### src/rtl/i2c_pkg.sv
// Shared types for the I2C byte master: command ops, FSM states,
// frame length and the per-bit SDA pull-low helper.
package i2c_pkg;

    typedef enum logic [1:0] {
        OP_START = 2'd0,
        OP_WRITE = 2'd1,
        OP_READ  = 2'd2,
        OP_STOP  = 2'd3
    } i2c_op_e;

    typedef enum logic [1:0] {
        ST_IDLE,
        ST_START,
        ST_XFER,
        ST_STOP
    } i2c_state_e;

    localparam int I2C_BITS_PER_BYTE = 9;

    // SDA pull-low for bit idx of a transfer (idx 8 is the ACK slot)
    function automatic logic bit_pull(
        input i2c_op_e    op,
        input logic [7:0] data,
        input logic       nack,
        input logic [3:0] idx
    );
        logic [2:0] pos;
        pos = 3'd7 - idx[2:0];
        if (idx == 4'(I2C_BITS_PER_BYTE - 1))
            return (op == OP_READ) && !nack;
        return (op == OP_WRITE) && !data[pos];
    endfunction

endpackage

### src/rtl/i2c_byte_master_phase_gen.sv
// Quarter-bit phase generator: divides clk by CLK_DIV, steps phase 0..3.
// With I2C_CLK_STRETCH_EN defined, phase 1 holds while the bus SCL is low.
module i2c_phase_gen #(
    parameter int CLK_DIV = 4
) (
    input  logic       clk,
    input  logic       rst,
    input  logic       clear,
    input  logic       run,
    input  logic       scl_in,
    output logic [1:0] phase,
    output logic       phase_end
);

    localparam int CW = (CLK_DIV > 1) ? $clog2(CLK_DIV) : 1;
    localparam logic [CW-1:0] LAST = CW'(CLK_DIV - 1);

    logic [CW-1:0] cnt;
    logic          hold;

`ifdef I2C_CLK_STRETCH_EN
    assign hold = (phase == 2'd1) && !scl_in;
`else
    logic unused_scl;
    assign unused_scl = scl_in;
    assign hold = 1'b0;
`endif

    assign phase_end = run && !hold && (cnt == LAST);

    // Divider and phase index; restarts at phase 0 on command accept
    always_ff @(posedge clk or posedge rst) begin
        if (rst) begin
            cnt   <= '0;
            phase <= 2'd0;
        end else if (clear) begin
            cnt   <= '0;
            phase <= 2'd0;
        end else if (run && !hold) begin
            if (cnt == LAST) begin
                cnt   <= '0;
                phase <= phase + 2'd1;
            end else begin
                cnt <= cnt + 1'b1;
            end
        end
    end

endmodule

### src/rtl/i2c_byte_master.sv
// Byte-level I2C master: START/WRITE/READ/STOP commands to open-drain SCL/SDA.
// Optional slave clock stretching via I2C_CLK_STRETCH_EN.
module i2c_byte_master
    import i2c_pkg::*;
#(
    parameter int CLK_DIV = 4
) (
    input  logic       clk,
    input  logic       rst,
    input  logic       cmd_valid,
    output logic       cmd_ready,
    input  logic [1:0] cmd_op,
    input  logic [7:0] cmd_data,
    input  logic       cmd_nack,
    output logic       rsp_valid,
    output logic [7:0] rsp_data,
    output logic       rsp_nack,
    output logic       busy,
    output logic       scl_oe,
    output logic       sda_oe,
    input  logic       scl_in,
    input  logic       sda_in
);

    localparam logic [3:0] LAST_BIT = 4'(I2C_BITS_PER_BYTE - 1);

    i2c_state_e state;
    i2c_op_e    op;
    i2c_op_e    op_in;
    logic [7:0] data;
    logic       nack;
    logic       bad;
    logic       owned;
    logic [3:0] bit_cnt;
    logic [8:0] sh;
    logic [1:0] phase;
    logic       phase_end;
    logic       accept;

    assign op_in     = i2c_op_e'(cmd_op);
    assign cmd_ready = (state == ST_IDLE);
    assign busy      = !cmd_ready;
    assign accept    = cmd_valid && cmd_ready;

    i2c_phase_gen #(
        .CLK_DIV (CLK_DIV)
    ) u_phase (
        .clk       (clk),
        .rst       (rst),
        .clear     (accept),
        .run       ((state != ST_IDLE) && !bad),
        .scl_in    (scl_in),
        .phase     (phase),
        .phase_end (phase_end)
    );

    // Command FSM; bus enables are set at each phase boundary for the next phase
    always_ff @(posedge clk or posedge rst) begin
        if (rst) begin
            state     <= ST_IDLE;
            op        <= OP_START;
            data      <= 8'd0;
            nack      <= 1'b0;
            bad       <= 1'b0;
            owned     <= 1'b0;
            bit_cnt   <= 4'd0;
            sh        <= 9'd0;
            scl_oe    <= 1'b0;
            sda_oe    <= 1'b0;
            rsp_valid <= 1'b0;
            rsp_data  <= 8'd0;
            rsp_nack  <= 1'b0;
        end else begin
            rsp_valid <= 1'b0;
            if (state == ST_IDLE) begin
                if (cmd_valid) begin
                    op      <= op_in;
                    data    <= cmd_data;
                    nack    <= cmd_nack;
                    bit_cnt <= 4'd0;
                    sh      <= 9'd0;
                    bad     <= (op_in != OP_START) && !owned;
                    case (op_in)
                        OP_START: begin
                            state  <= ST_START;
                            sda_oe <= 1'b0;
                        end
                        OP_STOP: begin
                            state <= ST_STOP;
                            if (owned) begin
                                scl_oe <= 1'b1;
                                sda_oe <= 1'b1;
                            end
                        end
                        default: begin
                            state <= ST_XFER;
                            if (owned) begin
                                scl_oe <= 1'b1;
                                sda_oe <= bit_pull(op_in, cmd_data,
                                                   cmd_nack, 4'd0);
                            end
                        end
                    endcase
                end
            end else if (bad) begin
                state     <= ST_IDLE;
                bad       <= 1'b0;
                rsp_valid <= 1'b1;
                rsp_data  <= 8'd0;
                rsp_nack  <= 1'b1;
            end else if (phase_end) begin
                case (state)
                    ST_START: begin
                        case (phase)
                            2'd0: scl_oe <= 1'b0;
                            2'd1: sda_oe <= 1'b1;
                            2'd2: scl_oe <= 1'b1;
                            default: begin
                                state     <= ST_IDLE;
                                owned     <= 1'b1;
                                rsp_valid <= 1'b1;
                                rsp_data  <= 8'd0;
                                rsp_nack  <= 1'b0;
                            end
                        endcase
                    end
                    ST_XFER: begin
                        case (phase)
                            2'd0: scl_oe <= 1'b0;
                            2'd2: begin
                                scl_oe <= 1'b1;
                                sh     <= {sh[7:0], sda_in};
                            end
                            2'd3: begin
                                if (bit_cnt == LAST_BIT) begin
                                    state     <= ST_IDLE;
                                    rsp_valid <= 1'b1;
                                    rsp_data  <= (op == OP_READ) ?
                                                 sh[8:1] : 8'd0;
                                    rsp_nack  <= (op == OP_WRITE) && sh[0];
                                end else begin
                                    bit_cnt <= bit_cnt + 4'd1;
                                    sda_oe  <= bit_pull(op, data, nack,
                                                        bit_cnt + 4'd1);
                                end
                            end
                            default: ;
                        endcase
                    end
                    ST_STOP: begin
                        case (phase)
                            2'd0: scl_oe <= 1'b0;
                            2'd1: sda_oe <= 1'b0;
                            2'd3: begin
                                state     <= ST_IDLE;
                                owned     <= 1'b0;
                                rsp_valid <= 1'b1;
                                rsp_data  <= 8'd0;
                                rsp_nack  <= 1'b0;
                            end
                            default: ;
                        endcase
                    end
                    default: ;
                endcase
            end
        end
    end

endmodule

### config.mk
export PLATFORM = sky130hd
export DESIGN_NAME = i2c_byte_master
export DESIGN_NICKNAME = d
export VERILOG_FILES = /design/src/rtl/i2c_pkg.sv /design/src/rtl/i2c_byte_master_phase_gen.sv /design/src/rtl/i2c_byte_master.sv
export SDC_FILE = /design/constraint.sdc
export NUM_CORES = 1
export LEC_CHECK = 0
export BUFFER_PORTS_ARGS = -buffer_cell sky130_fd_sc_hd__buf_2
export CAP_MARGIN = 20
export CELL_PAD_IN_SITES_DETAIL_PLACEMENT = 1
export CELL_PAD_IN_SITES_GLOBAL_PLACEMENT = 1
export CORE_UTILIZATION = 50
export CTS_BUF_LIST = sky130_fd_sc_hd__clkbuf_8
export DETAILED_ROUTE_END_ITERATION = 7
export GPL_TIMING_DRIVEN = 0
export PLACE_DENSITY = 0.87
export SYNTH_ARGS = -nofsm -noshare
export SYNTH_HDL_FRONTEND = slang
export SYNTH_SLANG_ARGS = --single-unit
### constraint.sdc
create_clock -name clk -period 5.52 [get_ports clk]
set_input_delay 0 -clock clk [delete_from_list [all_inputs] [get_ports clk]]
set_output_delay 0 -clock clk [all_outputs]
set_load 0.05 [all_outputs]
After elaboration in Yosys (flattened, before gate mapping)

Cells that the tools add are included.

Register bits after elaboration: 44
Output and inout port bits: 14
Word-level logic and storage cells: 188

Add/subtract/negate cells: 4
Magnitude comparators: 1
Equal/unequal tests: 36
Multiplexer cells: 87
Bitwise operators: 2
Reductions and logical operators: 43

Operators by type and width:

| kind                 | count |
|---|---|
| $mux W8              | 7 |
| $mux W9              | 6 |
| $mux W1              | 42 |
| $mux W2              | 14 |
| $mux W4              | 7 |
| $ne A3 B3 Y1 const B | 8 |
| $pmux W8 S3          | 1 |
| $reduce_bool A2 Y1   | 10 |
| $ne A4 B4 Y1 const B | 4 |
| $eq A2 B2 Y1 const B | 7 |
| $reduce_and A7 Y1    | 2 |
| $ne A2 B2 Y1 const B | 6 |
| $reduce_and A6 Y1    | 2 |
| $reduce_and A10 Y1   | 1 |
| $pmux W1 S3          | 3 |
| $eq A2 B1 Y1 const B | 4 |
| $eq A4 B4 Y1 const B | 2 |
| $logic_and A1 B1 Y1  | 8 |
| $pmux W1 S2          | 4 |
| $reduce_and A8 Y1    | 1 |
| $reduce_bool A4 Y1   | 2 |
| $logic_not A1 Y1     | 6 |
| $logic_not A2 Y1     | 3 |
| $ne A3 B2 Y1 const B | 2 |
| other kinds (17)     | 21 |

Depth between registers and ports, before layout

Gate-level depths: netlist of the first run.

Depth in word-level cells: 16
Depth in mapped cells: 9
Gate-level depth less buffers: 7

Cells and area by module

Synthesis of the first run repeated with hierarchy kept, for this count alone.

Cell total of the unflattened synthesis: 238
Area total of the unflattened synthesis: 2333.5 sq um

By module, submodules not included:

| module          | instances | cells an instance | area an instance (sq um) | seq. area each (sq um) |
|---|---|---|---|---|
| i2c_byte_master | 1         | 219               | 2124.5                   | 1001.0 |
| i2c_phase_gen   | 1         | 19                | 209.0                    | 100.1 |

Worst setup path before layout of the first run

OpenSTA, ideal clock, no wires.

Path kind: flip-flop to flip-flop
From: reg state[0]
To: reg sda_oe
Library setup time: 0.125 ns
Arrival time: 2.628 ns
Data required time: 5.395 ns
Path slack: 2.767 ns
Stages on the path, launching flop included: 8
Path through: dfrtp_1 -> inv_1 -> ha_1 -> clkinv_1 -> a21oi_1 -> nor2_1 -> a221oi_1 -> mux2_2

RTL lines:

| item                                                        | RTL line               | RTL |
|---|---|---|
| start, declared                                             | i2c_byte_master.sv:27  | `i2c_state_e state;` |
| start signal, assigned                                      | i2c_byte_master.sv:60  | `state <= ST_IDLE;` |
| start signal, assigned                                      | i2c_byte_master.sv:85  | `state <= ST_START;` |
| start signal, assigned                                      | i2c_byte_master.sv:89  | `state <= ST_STOP;` |
| $logic_not A2 Y1 *                                          | --                     |  |
| net cmd_ready                                               | i2c_byte_master.sv:11  | `output logic cmd_ready,` |
| $ne A3 B1 Y1 (no source line), or another cell as far along | --                     |  |
| $reduce_and A10 Y1 (no source line)                         | --                     |  |
| end signal, assigned                                        | i2c_byte_master.sv:99  | `sda_oe <= bit_pull(op_in, cmd_data,` |
| end signal, assigned                                        | i2c_byte_master.sv:143 | `sda_oe <= bit_pull(op, data, nack,` |
| end, declared                                               | i2c_byte_master.sv:20  | `output logic sda_oe,` |

Mark *: on every way through the listed nets, which the timed path passes. The rest lies on a longest branch. The select of a mux whose other input is x is not followed.
A chain may end at the register's enable or synchronous reset.

Final worst setup path of the first run

From: reg bit_cnt[0]
To: reg sda_oe

Cells in the longest elaborated chain, start to end: 16

RTL lines:

| item                   | RTL line               | RTL |
|---|---|---|
| start, declared        | i2c_byte_master.sv:34  | `logic [3:0] bit_cnt;` |
| start signal, assigned | i2c_byte_master.sv:142 | `bit_cnt <= bit_cnt + 4'd1;` |
| $add A4 B1 Y4          | i2c_byte_master.sv:144 | `bit_cnt + 4'd1);` |
| $eq A4 B4 Y1           | i2c_pkg.sv:30          | `if (idx == 4'(I2C_BITS_PER_BYTE - 1))` |
| $mux W1                | i2c_pkg.sv:30          |  |
| $mux W1                | i2c_byte_master.sv:135 | `if (bit_cnt == LAST_BIT) begin` |
| $mux W1                | i2c_byte_master.sv:128 | `case (phase)` |
| $mux W1                | i2c_byte_master.sv:112 | `case (state)` |
| $mux W1                | i2c_byte_master.sv:111 | `end else if (phase_end) begin` |
| $mux W1                | i2c_byte_master.sv:105 | `end else if (bad) begin` |
| $mux W1                | i2c_byte_master.sv:75  | `if (state == ST_IDLE) begin` |
| $mux W1                | i2c_pkg.sv:32          | `return (op == OP_WRITE) && !data[pos];` |
| $mux W1                | i2c_byte_master.sv:135 |  |
| $mux W1                | i2c_byte_master.sv:128 |  |
| $pmux W1 S3            | i2c_byte_master.sv:112 |  |
| $mux W1                | i2c_byte_master.sv:111 |  |
| $mux W1                | i2c_byte_master.sv:105 |  |
| $mux W1                | i2c_byte_master.sv:75  |  |

Parallel ways exist; a longest one is shown, timed or not. The select of a mux whose other input is x is not followed.

==> flow_summary_export.csv, run 1 <==
group,metric,value,unit
synthesis,async_flop_share,100,%
die,die_h,71.8,µm
synthesis,ys.flop_type,"dfrtp_1",
critical_path,crit_type,"flop to flop",
cells_and_area,multi_input_area,0.00117,mm²
global_routing,grt_pass1_wl,11.6,mm
clock_network,cts.sinks,44,
run,maxCapViolations,0,
cells_and_area,postLayoutCoreUtil,61.7,%
synthesis,synth_fp_nets,273,
worst_hold_path,hp-class,"input pin to flop",
route,drt_first_pass_iters,4,
sta,rsz0062_at_grt,"no",
critical_path,crit_arrival,2660,ps
cells_and_area,final_nets,319,
sta,slew_headroom,54.4,%
status,outcome,"finished clean",
sta,fmaxAchievable,415,MHz
critical_path,critPathMaxFanout,8,
die,rows,25,
sta,hold_viol,0,
sta,slew_viol_final,0,
clock_network,clock_latency,310,ps
route,routed_via_density,5.89,
power,p_per_area,439,mW/mm²
clock_network,cts-resized-gates,0,
clock_network,cts_buffers,5,
route,antenna_left,0,
power,peakVddDrop,0.000305,V
sta,setup_tns,0,ps
synthesis,synth_cell_type_count,50,
die,dieArea,0.00515,mm²
sta,setup_violations,0,
placed_design,gp_congestion,0.776,
global_routing,grt_pass1_vias,2177,
global_routing,grt.total_usage,30.8,%
sta,worstMarginPinSlew,679,ps
synthesis,ys_seq_area_share,45.2,%
sta,skew,14.6,ps
cells_and_area,num-fill-cells,521,
synthesis,synth.area.top_cells,"dfrtp_1, ha_1, o21ai_0",
route,drt_iter0_drc,146,
sta,period_share,43.7,%
synthesis,synth_top_cell_area_share,45.2,%
cells_and_area,insertedDiodeCount,0,
clock_network,cts.path.max_buffers,2,
clock_network,holdBufCountCts,11,
die,core,0.00469,mm²
synthesis,synth-edff-count,0,
die,die_width,71.8,µm
synthesis,synth_area,0.00243,mm²
cells_and_area,syn2layout_area_growth,18.9,%
route,wire_per_inst,21.0,µm
synthesis,synth_area_per_cell,10.1,µm²
clock_network,postCtsSetupBuffers,0,
power,leakage,1.33,nW
synthesis,yosysMostFrequentCell,"dfrtp_1",
clock_network,htreeDepth,2,
die,start_util,51.9,%
sta,min_period,2410,ps
clock_network,cts-root-buf,"clkbuf_8",
global_routing,grt_max_degree,25,
placed_design,io_buffers,27,
critical_path,cp.required,5770,ps
global_routing,grt-ovfl-total,0,
placed_design,dp_hpwl,4.24,mm
synthesis,ys_seq_elements,44,
synthesis,synth_area_leader_cell,"dfrtp_1",
synthesis,synthCells,241,
synthesis,netlist_top_cells_count,"dfrtp_1, nand2_1, o21ai_0, ha_1, inv_1",
route,vias,2013,
cells_and_area,seq_area,0.00110,mm²
clock_network,cts_tree,"done",
critical_path,critPathLaunchType,"flop",
synthesis,ys_warn_count,0,
route,drc,0,
die,io_pins,30,
global_routing,antenna_found_initial,0,
cells_and_area,drive_gt1_share,23.3,%
critical_path,end_kind,"flop",
clock_network,cts.clk_slew.worst_paths,90,ps
route,routed_wl,7.19,mm
state kept, by name, indices dropped and copies added (netlist names):
name           cells
sh                 9
data               8
rsp_data           8
bit_cnt            4
op                 2
state              2
u_phase.cnt        2
u_phase.phase      2
bad                1
nack               1
owned              1
rsp_nack           1
rsp_valid          1
scl_oe             1
sda_oe             1
stage by stage:
stage	setup WS (ps)	std cells	total power (W)	cell area (µm²)	hold WS, ps
floorplan	2770	241	0.000831	2430	117
global placement	3320	322	0.000943	2640	204
detailed placement	3290	323	0.000961	2660	32.2
CTS	3210	342	0.00124	2890	98.3
global route	2990	342	0.00134	2890	143
finish	3110	342	0.00127	2890	107
where the power goes:
part           switching, W  internal (W)
registers         0.0000612      0.000395
logic              0.000345      0.000189
clock network      0.000120      0.000160
total              0.000526      0.000745
layout by cell type, fill, tap and decap left out, types with 2 or more instances in the layout:
cell type,instances
nand2_1,37
inv_1,14
dfrtp_1,44
nand4_1,2
nand2b_1,2
o21ai_0,28
clkbuf_8,8
buf_2,29
dlygate4sd3_1,11
mux2i_1,2
o221a_2,2
mux2_2,12
buf_6,4
o31ai_1,11
a21oi_1,7
a31oi_1,3
nor2_1,10
nor2b_1,2
nor3_1,2
ha_1,16
clkbuf_1,5
xnor2_1,2
nand3_1,4
final timing paths:
| check | start | to | slack [ps] | depth (start not counted) |
|---|---|---|---|---|
| setup / recovery | bit_cnt[0]$_DFFE_PP0P_ | sda_oe$_DFFE_PP0P_ | 3110 | 8 |
| setup reg to reg | bit_cnt[0]$_DFFE_PP0P_ | sda_oe$_DFFE_PP0P_ | 3110 | 8 |
| max in group asynchronous | rst | u_phase.cnt[0]$_DFFE_PP0P_ | 4740 | 4 |
| min in group asynchronous | rst | sh[1]$_DFFE_PP0P_ | 280 | 3 |
| hold / removal | cmd_op[1] | op[1]$_DFFE_PP0P_ | 110 | 3 |
| hold reg to reg | scl_oe$_DFFE_PP0P_ | scl_oe$_DFFE_PP0P_ | 510 | 1 |
worst max-delay path: stages (launching register included):
cell	delay, ps
dfrtp_1	400
buf_6	160
inv_1	50
ha_1	390
mux4_1	600
mux2i_1	170
o2111ai_1	150
a31oi_1	240
mux2_2	200
layer usage:
| layer | part of all wire, % | up-vias | GRT usage, % |
|---|---|---|---|
| met5 | 0 | - | 0 |
| met4 | 3.8 | 0 | 15.0 |
| met3 | 3.9 | 25 | 6.47 |
| met2 | 50 | 52 | 51.8 |
| met1 | 42 | 1004 | 37.8 |
| li1 | - | 932 | - |
layout make-up:
class	count	share of cell area [%]
multi-input cells	166	40.4
flip-flops and latches	44	38.0
repair buffers	39	9.17
plain buffers	15	3.59
clock buffers	7	3.33
well taps	54	2.33
inverters	16	2.08
clock inverters	1	1.04
cell families after synthesis:
family,count (synthesis),share of synthesized area [%]
simple gates,69,14.0
compound gates,62,16.4
flops,44,45.2
buf+inv,31,6.73
mux,16,8.38
fa+ha+maj,16,8.22
xor+xnor,3,1.08
(Power assumes the default switching activity.)
==> run 2: changes to the inputs <==
--- a/config.mk
+++ b/config.mk
@@ -9,11 +9,11 @@
 export CAP_MARGIN = 20
 export CELL_PAD_IN_SITES_DETAIL_PLACEMENT = 1
 export CELL_PAD_IN_SITES_GLOBAL_PLACEMENT = 1
-export CORE_UTILIZATION = 50
+export CORE_UTILIZATION = 42
 export CTS_BUF_LIST = sky130_fd_sc_hd__clkbuf_8
 export DETAILED_ROUTE_END_ITERATION = 7
 export GPL_TIMING_DRIVEN = 0
-export PLACE_DENSITY = 0.87
+export PLACE_DENSITY = 0.78
 export SYNTH_ARGS = -nofsm -noshare
 export SYNTH_HDL_FRONTEND = slang
 export SYNTH_SLANG_ARGS = --single-unit
==> constraint.sdc (replaced) <==
create_clock -name clk -period 2 [get_ports clk]
set_input_delay 0 -clock clk [delete_from_list [all_inputs] [get_ports clk]]
set_output_delay 0 -clock clk [all_outputs]
set_load 0.05 [all_outputs]
==> flow_summary_export.csv, run 2 (same netlist as run 1, synthesis figures left out) <==
group,metric,value,unit
cells_and_area,drive_gt1_share,30.2,%
route,routed_via_density,5.26,
power,leakage,1.37,nW
clock_network,cts_tree,"done",
die,dieArea,0.00611,mm²
global_routing,grt-ovfl-total,0,
status,violations,"negative setup slack",
status,outcome,"complete, but fails checks",
power,seqPwrFrac,34.6,%
sta,rsz0062_at_grt,"yes",
sta,slew_viol_final,0,
die,start_util,43.9,%
route,wire_per_inst,16.6,µm
die,core,0.00554,mm²
sta,worstMarginPinSlew,500,ps
clock_network,clock_latency,300,ps
power,p_per_area,1160,mW/mm²
critical_path,cp.required,2250,ps
sta,min_period,2040,ps
power,combinationalPowerShare,46.1,%
global_routing,grt.total_usage,22.2,%
sta,setup_slack,-35.9,ps
cells_and_area,final_design_area_no_fill,0.00306,mm²
critical_path,r2r_slack,-40,ps
placed_design,io_buffers,27,
die,rows,27,
sta,hold_viol,0,
route,routed_wl,6.07,mm
placed_design,place_area,0.00270,mm²
route,antenna_left,0,
cells_and_area,num-fill-cells,632,
worst_hold_path,hp-class,"input pin to flop",
route,vias,1929,
cells_and_area,final_common_cell,"dfrtp_1",
clock_network,cts-root-buf,"clkbuf_8",
critical_path,crit_type,"flop to flop",
sta,slew_headroom,66.7,%
sta,hold_slack,100,ps
cells_and_area,insertedDiodeCount,0,
route,drt_iter0_drc,104,
cells_and_area,final_cell_mix,"dfrtp_1, nand2_1, buf_2",
critical_path,crit_arrival,2280,ps
die,die_h,78.1,µm
global_routing,grt_pass1_wl,10.4,mm
run,maxCapViolations,0,
placed_design,place_inst,341,
power,peakVddDrop,0.000800,V
power,clkPwrFrac,19.3,%
cells_and_area,final_nets,326,
cells_and_area,largest_reg_flops,9,
cells_and_area,largestRegisters,"sh: 9 flops, data: 8 flops, rsp_data: 8 flops",
sta,fmaxAchievable,491,MHz
power,p_int,0.00210,W
critical_path,critPathMaxFanout,6,
cells_and_area,syn2layout_area_growth,25.5,%
clock_network,htreeDepth,2,
route,drc,0,
sta,setup_violations,1,
clock_network,cts.path.max_buffers,2,
sta,period_share,102,%
power,switching_share,41.1,%
global_routing,antenna_found_initial,0,
critical_path,critPathLaunchType,"flop",
cells_and_area,top_register,"sh",
global_routing,grt_max_degree,31,
power,switchingPower,0.00146,W
placed_design,dp_hpwl,4.25,mm
clock_network,cts.clk_slew.worst_paths,90,ps
cells_and_area,postLayoutCoreUtil,55.2,%
sta,skew,7.65,ps
clock_network,cts_buffers,5,
global_routing,grt_pass1_vias,2080,
placed_design,gp_congestion,0.785,
cells_and_area,final_cells,367,
die,io_pins,30,
clock_network,cts.sinks,44,
critical_path,end_kind,"flop",
route,drt_first_pass_iters,5,
die,die_width,78.1,µm
[run 2: changes by cell type in the layout (fill, tap and decap cells not counted), moves of 2 or more]
cell,change
buf_4,+9
ha_4,+2
clkbuf_8,-2
inv_2,+2
ha_1,-3
[run 2: timing repair]
| item | CTS | global route |
|---|---|---|
| pin swaps | 1 | 2 |
| hold endpoints to repair | 50 | 0 |
| hold buffers | 11 | 0 |
| buffers inserted | 5 | 4 |
| endpoints found under the setup margin | 17 | 21 |
| gates resized for setup | 8 | 15 |
[run 2: critical path, stage by stage (launching register included)]
cell	delay [ps]
dfrtp_2	420
inv_2	60
ha_4	280
mux4_2	510
mux2i_2	190
o2111ai_2	140
a31oi_1	210
mux2_4	170
[run 2: path summary, 6_finish.rpt]
kind	startpoint	to	cells after the start
min in group asynchronous	rst	sh[8]$_DFFE_PP0P_	3
max in group asynchronous	rst	bit_cnt[1]$_DFFE_PP0P_	4
min reg2reg	data[0]$_DFFE_PP0P_	data[0]$_DFFE_PP0P_	1
min	cmd_op[0]	op[0]$_DFFE_PP0P_	3
max	bit_cnt[1]$_DFFE_PP0P_	sda_oe$_DFFE_PP0P_	7
max reg2reg	bit_cnt[1]$_DFFE_PP0P_	sda_oe$_DFFE_PP0P_	7
[run 2: power groups by stage]
| stage | Combinational, W | Sequential (W) | Clock (W) |
|---|---|---|---|
| floorplan | 0.00101 | 0.00133 | 0 |
| CTS | 0.00157 | 0.00122 | 0.000699 |
| global route | 0.00179 | 0.00126 | 0.000730 |
| global placement | 0.00142 | 0.00123 | 0 |
| finish | 0.00164 | 0.00123 | 0.000687 |
| detailed placement | 0.00146 | 0.00125 | 0 |
[run 2: stage by stage]
| stage | total power (W) | setup slack [ps] | TNS [ps] |
|---|---|---|---|
| finish | 0.00356 | -35.9 | -35.9 |
| global route | 0.00378 | -142 | -145 |
| CTS | 0.00350 | -118 | -118 |
| detailed placement | 0.00271 | -265 | -790 |
| global placement | 0.00265 | -166 | -230 |
| floorplan | 0.00234 | 56.6 | 0 |
[run 2: cell type report]
type | instances | area, µm² | share of cell area [%]
multi-input cells | 166 | 1260 | 41.3
plain buffers | 13 | 97.6 | 3.19
clock inverters | 3 | 38.8 | 1.27
well taps | 72 | 90.1 | 2.95
clock buffers | 5 | 68.8 | 2.25
repair buffers | 48 | 333 | 10.9
inverters | 16 | 65.1 | 2.13
flip-flops and latches | 44 | 1100 | 36.1
[run 2: layer usage]
layer	wire length (µm)	GRT usage [%]	vias up
li1	-	-	945
met1	2820	28.7	951
met2	3080	38.4	29
met3	130	3.72	4
met4	47	5.74	0
met5	0	0	-
==> run 3: changes to the inputs <==
--- a/config.mk
+++ b/config.mk
@@ -9,11 +9,12 @@
 export CAP_MARGIN = 20
 export CELL_PAD_IN_SITES_DETAIL_PLACEMENT = 1
 export CELL_PAD_IN_SITES_GLOBAL_PLACEMENT = 1
-export CORE_UTILIZATION = 42
+export CORE_UTILIZATION = 50
 export CTS_BUF_LIST = sky130_fd_sc_hd__clkbuf_8
 export DETAILED_ROUTE_END_ITERATION = 7
 export GPL_TIMING_DRIVEN = 0
-export PLACE_DENSITY = 0.78
+export PLACE_DENSITY = 0.87
+export REMOVE_ABC_BUFFERS = 1
 export SYNTH_ARGS = -nofsm -noshare
 export SYNTH_HDL_FRONTEND = slang
 export SYNTH_SLANG_ARGS = --single-unit
==> constraint.sdc (replaced) <==
create_clock -name clk -period 2.5 [get_ports clk]
set_input_delay 0 -clock clk [delete_from_list [all_inputs] [get_ports clk]]
set_output_delay 0 -clock clk [all_outputs]
set_load 0.05 [all_outputs]
==> flow_summary_export.csv, run 3 (same netlist as run 1, synthesis figures left out) <==
group,metric,value,unit
route,met1_length,2.76,mm
clock_network,cts_tree,"done",
sta,slew_viol_final,0,
route,drt_first_pass_iters,4,
route,routed_wl,6.05,mm
critical_path,critPathBufInv,2,
cells_and_area,final_nets,310,
critical_path,max_stage_delay,430,ps
clock_network,cts.path.max_buffers,2,
placed_design,io_buffers,28,
critical_path,end_kind,"flop",
clock_network,cts-root-buf,"clkbuf_8",
global_routing,grt_pass1_vias,1882,
cells_and_area,final_cells,333,
global_routing,grt_max_degree,34,
clock_network,clock_latency,300,ps
critical_path,crit_arrival,2520,ps
power,peakVddDrop,0.000530,V
sta,worstMarginPinSlew,816,ps
die,start_util,51.9,%
cells_and_area,drive_gt1_share,24.0,%
route,antenna_left,0,
clock_network,cts.sinks,44,
placed_design,dp_hpwl,3.84,mm
cells_and_area,final_cell_mix,"dfrtp_1, nand2_1, o21ai_0, buf_2, ha_1",
die,rows,25,
die,dieArea,0.00515,mm²
cells_and_area,syn2layout_area_growth,16.3,%
worst_hold_path,holdPathEnd,"u_phase.phase[0]$_DFFE_PP0P_",
power,seqPwrFrac,39.0,%
route,wl_met3,128,µm
route,drt_iter0_drc,83,
run,maxCapViolations,0,
sta,hold_viol,0,
clock_network,cts.clk_slew.worst_paths,80,ps
sta,min_period,2330,ps
global_routing,antenna_found_initial,0,
critical_path,crit_chain,"inv_1 -> ha_4 -> clkinvlp_4 -> a21oi_1 -> nor2_1 -> a221oi_1 -> mux2_2",
route,wl_met2,3.06,mm
power,p_int,0.00150,W
critical_path,r2r_slack,170,ps
placed_design,place_area,0.00256,mm²
route,routed_via_density,5.80,
critical_path,cp_top_family,"buffers and inverters",
cells_and_area,final_common_cell,"dfrtp_1",
worst_hold_path,min_from,"cmd_valid",
route,wire_per_inst,18.2,µm
power,p_per_area,924,mW/mm²
placed_design,place_inst,309,
power,switching_share,42.8,%
power,clkPwrFrac,18.4,%
cells_and_area,insertedDiodeCount,0,
cells_and_area,largestRegisters,"sh: 9 flops, data: 8 flops, rsp_data: 8 flops",
die,io_pins,30,
clock_network,htreeDepth,2,
critical_path,cp_slowest_cell,"dfrtp_1",
global_routing,grt-ovfl-total,0,
clock_network,cts_buffers,5,
power,switchingPower,0.00112,W
sta,fmaxAchievable,429,MHz
worst_hold_path,whs_path_depth,2,
sta,period_share,93.2,%
critical_path,r2r_cells,7,
critical_path,r2r_start,"state[0]$_DFFE_PP0P_",
status,outcome,"finished clean",
route,vias,1931,
cells_and_area,top_register,"sh",
cells_and_area,largest_reg_flops,9,
route,drc,0,
global_routing,grt.total_usage,25.3,%
global_routing,grt_pass1_wl,9.82,mm
power,leakage,1.29,nW
sta,hold_slack,49.3,ps
critical_path,timing.rr.end,"sda_oe$_DFFE_PP0P_",
die,die_h,71.8,µm
critical_path,crit_type,"flop to flop",
critical_path,critPathLaunchType,"flop",
worst_hold_path,hp-class,"input pin to flop",
placed_design,gp_congestion,0.801,
cells_and_area,final_design_area_no_fill,0.00283,mm²
sta,skew,8.27,ps
route,highest_layer,"met4",
sta,slew_headroom,45.1,%
die,core,0.00469,mm²
power,combinationalPowerShare,42.7,%
sta,setup_violations,0,
die,die_width,71.8,µm
critical_path,cp.required,2690,ps
critical_path,critPathMaxFanout,33,
## run 3: power groups by stage
| stage | logic [W] | registers [W] | clock network [W] |
|---|---|---|---|
| 2_1_floorplan | 0.000673 | 0.00108 | 0 |
| 3_3_place_gp | 0.000980 | 0.00102 | 0 |
| 3_5_place_dp | 0.00103 | 0.00103 | 0 |
| 4_1_cts | 0.00108 | 0.00102 | 0.000489 |
| 5_1_grt | 0.00122 | 0.00104 | 0.000514 |
| 6_report | 0.00112 | 0.00102 | 0.000480 |
## run 3: how the worst max path moves through the flow
stage                     cells past startpoint                 start                 end  slack, ps
after floorplan                               7  state[0]$_DFFE_PP0P_  sda_oe$_DFFE_PP0P_       -870
after global placement                        7  state[0]$_DFFE_PP0P_  sda_oe$_DFFE_PP0P_       -580
after detailed placement                      7  state[0]$_DFFE_PP0P_  sda_oe$_DFFE_PP0P_       -680
after CTS                                     7  state[0]$_DFFE_PP0P_  sda_oe$_DFFE_PP0P_         90
after global routing                          7  state[1]$_DFFE_PP0P_  sda_oe$_DFFE_PP0P_        -10
final                                         7  state[0]$_DFFE_PP0P_  sda_oe$_DFFE_PP0P_        170
## run 3: cell type report
| class | count | area, µm² |
|---|---|---|
| clock buffers | 6 | 82.6 |
| clock inverters | 2 | 13.8 |
| fillers | 540 | 1860 |
| inverters | 16 | 63.8 |
| multi-input cells | 166 | 1190 |
| flip-flops and latches | 44 | 1100 |
| well taps | 54 | 67.6 |
| repair buffers | 45 | 308 |
## run 3: routing by layer
layer | up-vias | GRT usage (%)
li1 | 917 | -
met1 | 970 | 33.7
met2 | 34 | 41.8
met3 | 10 | 4.36
met4 | 0 | 8.71
met5 | - | 0
## run 3: what timing repair did
item | in CTS | in global routing
endpoints found under the hold margin | 30 | 0
gates resized for setup | 3 | 3
pin swaps | 0 | 1
hold buffers | 11 | 0
endpoints found under the setup margin | 38 | 6
buffers inserted | 0 | 5
## run 3: metrics by stage
stage	TNS (ps)	total power, W	worst slack [ps]	utilization, %
final	0	0.00262	169	60.3
after global routing	-10.4	0.00277	-10.4	60.3
after CTS	0	0.00259	94.0	59.3
after detailed placement	-10290	0.00206	-675	54.5
after global placement	-6880	0.00200	-585	54.1
after floorplan	-2990	0.00176	-869	-
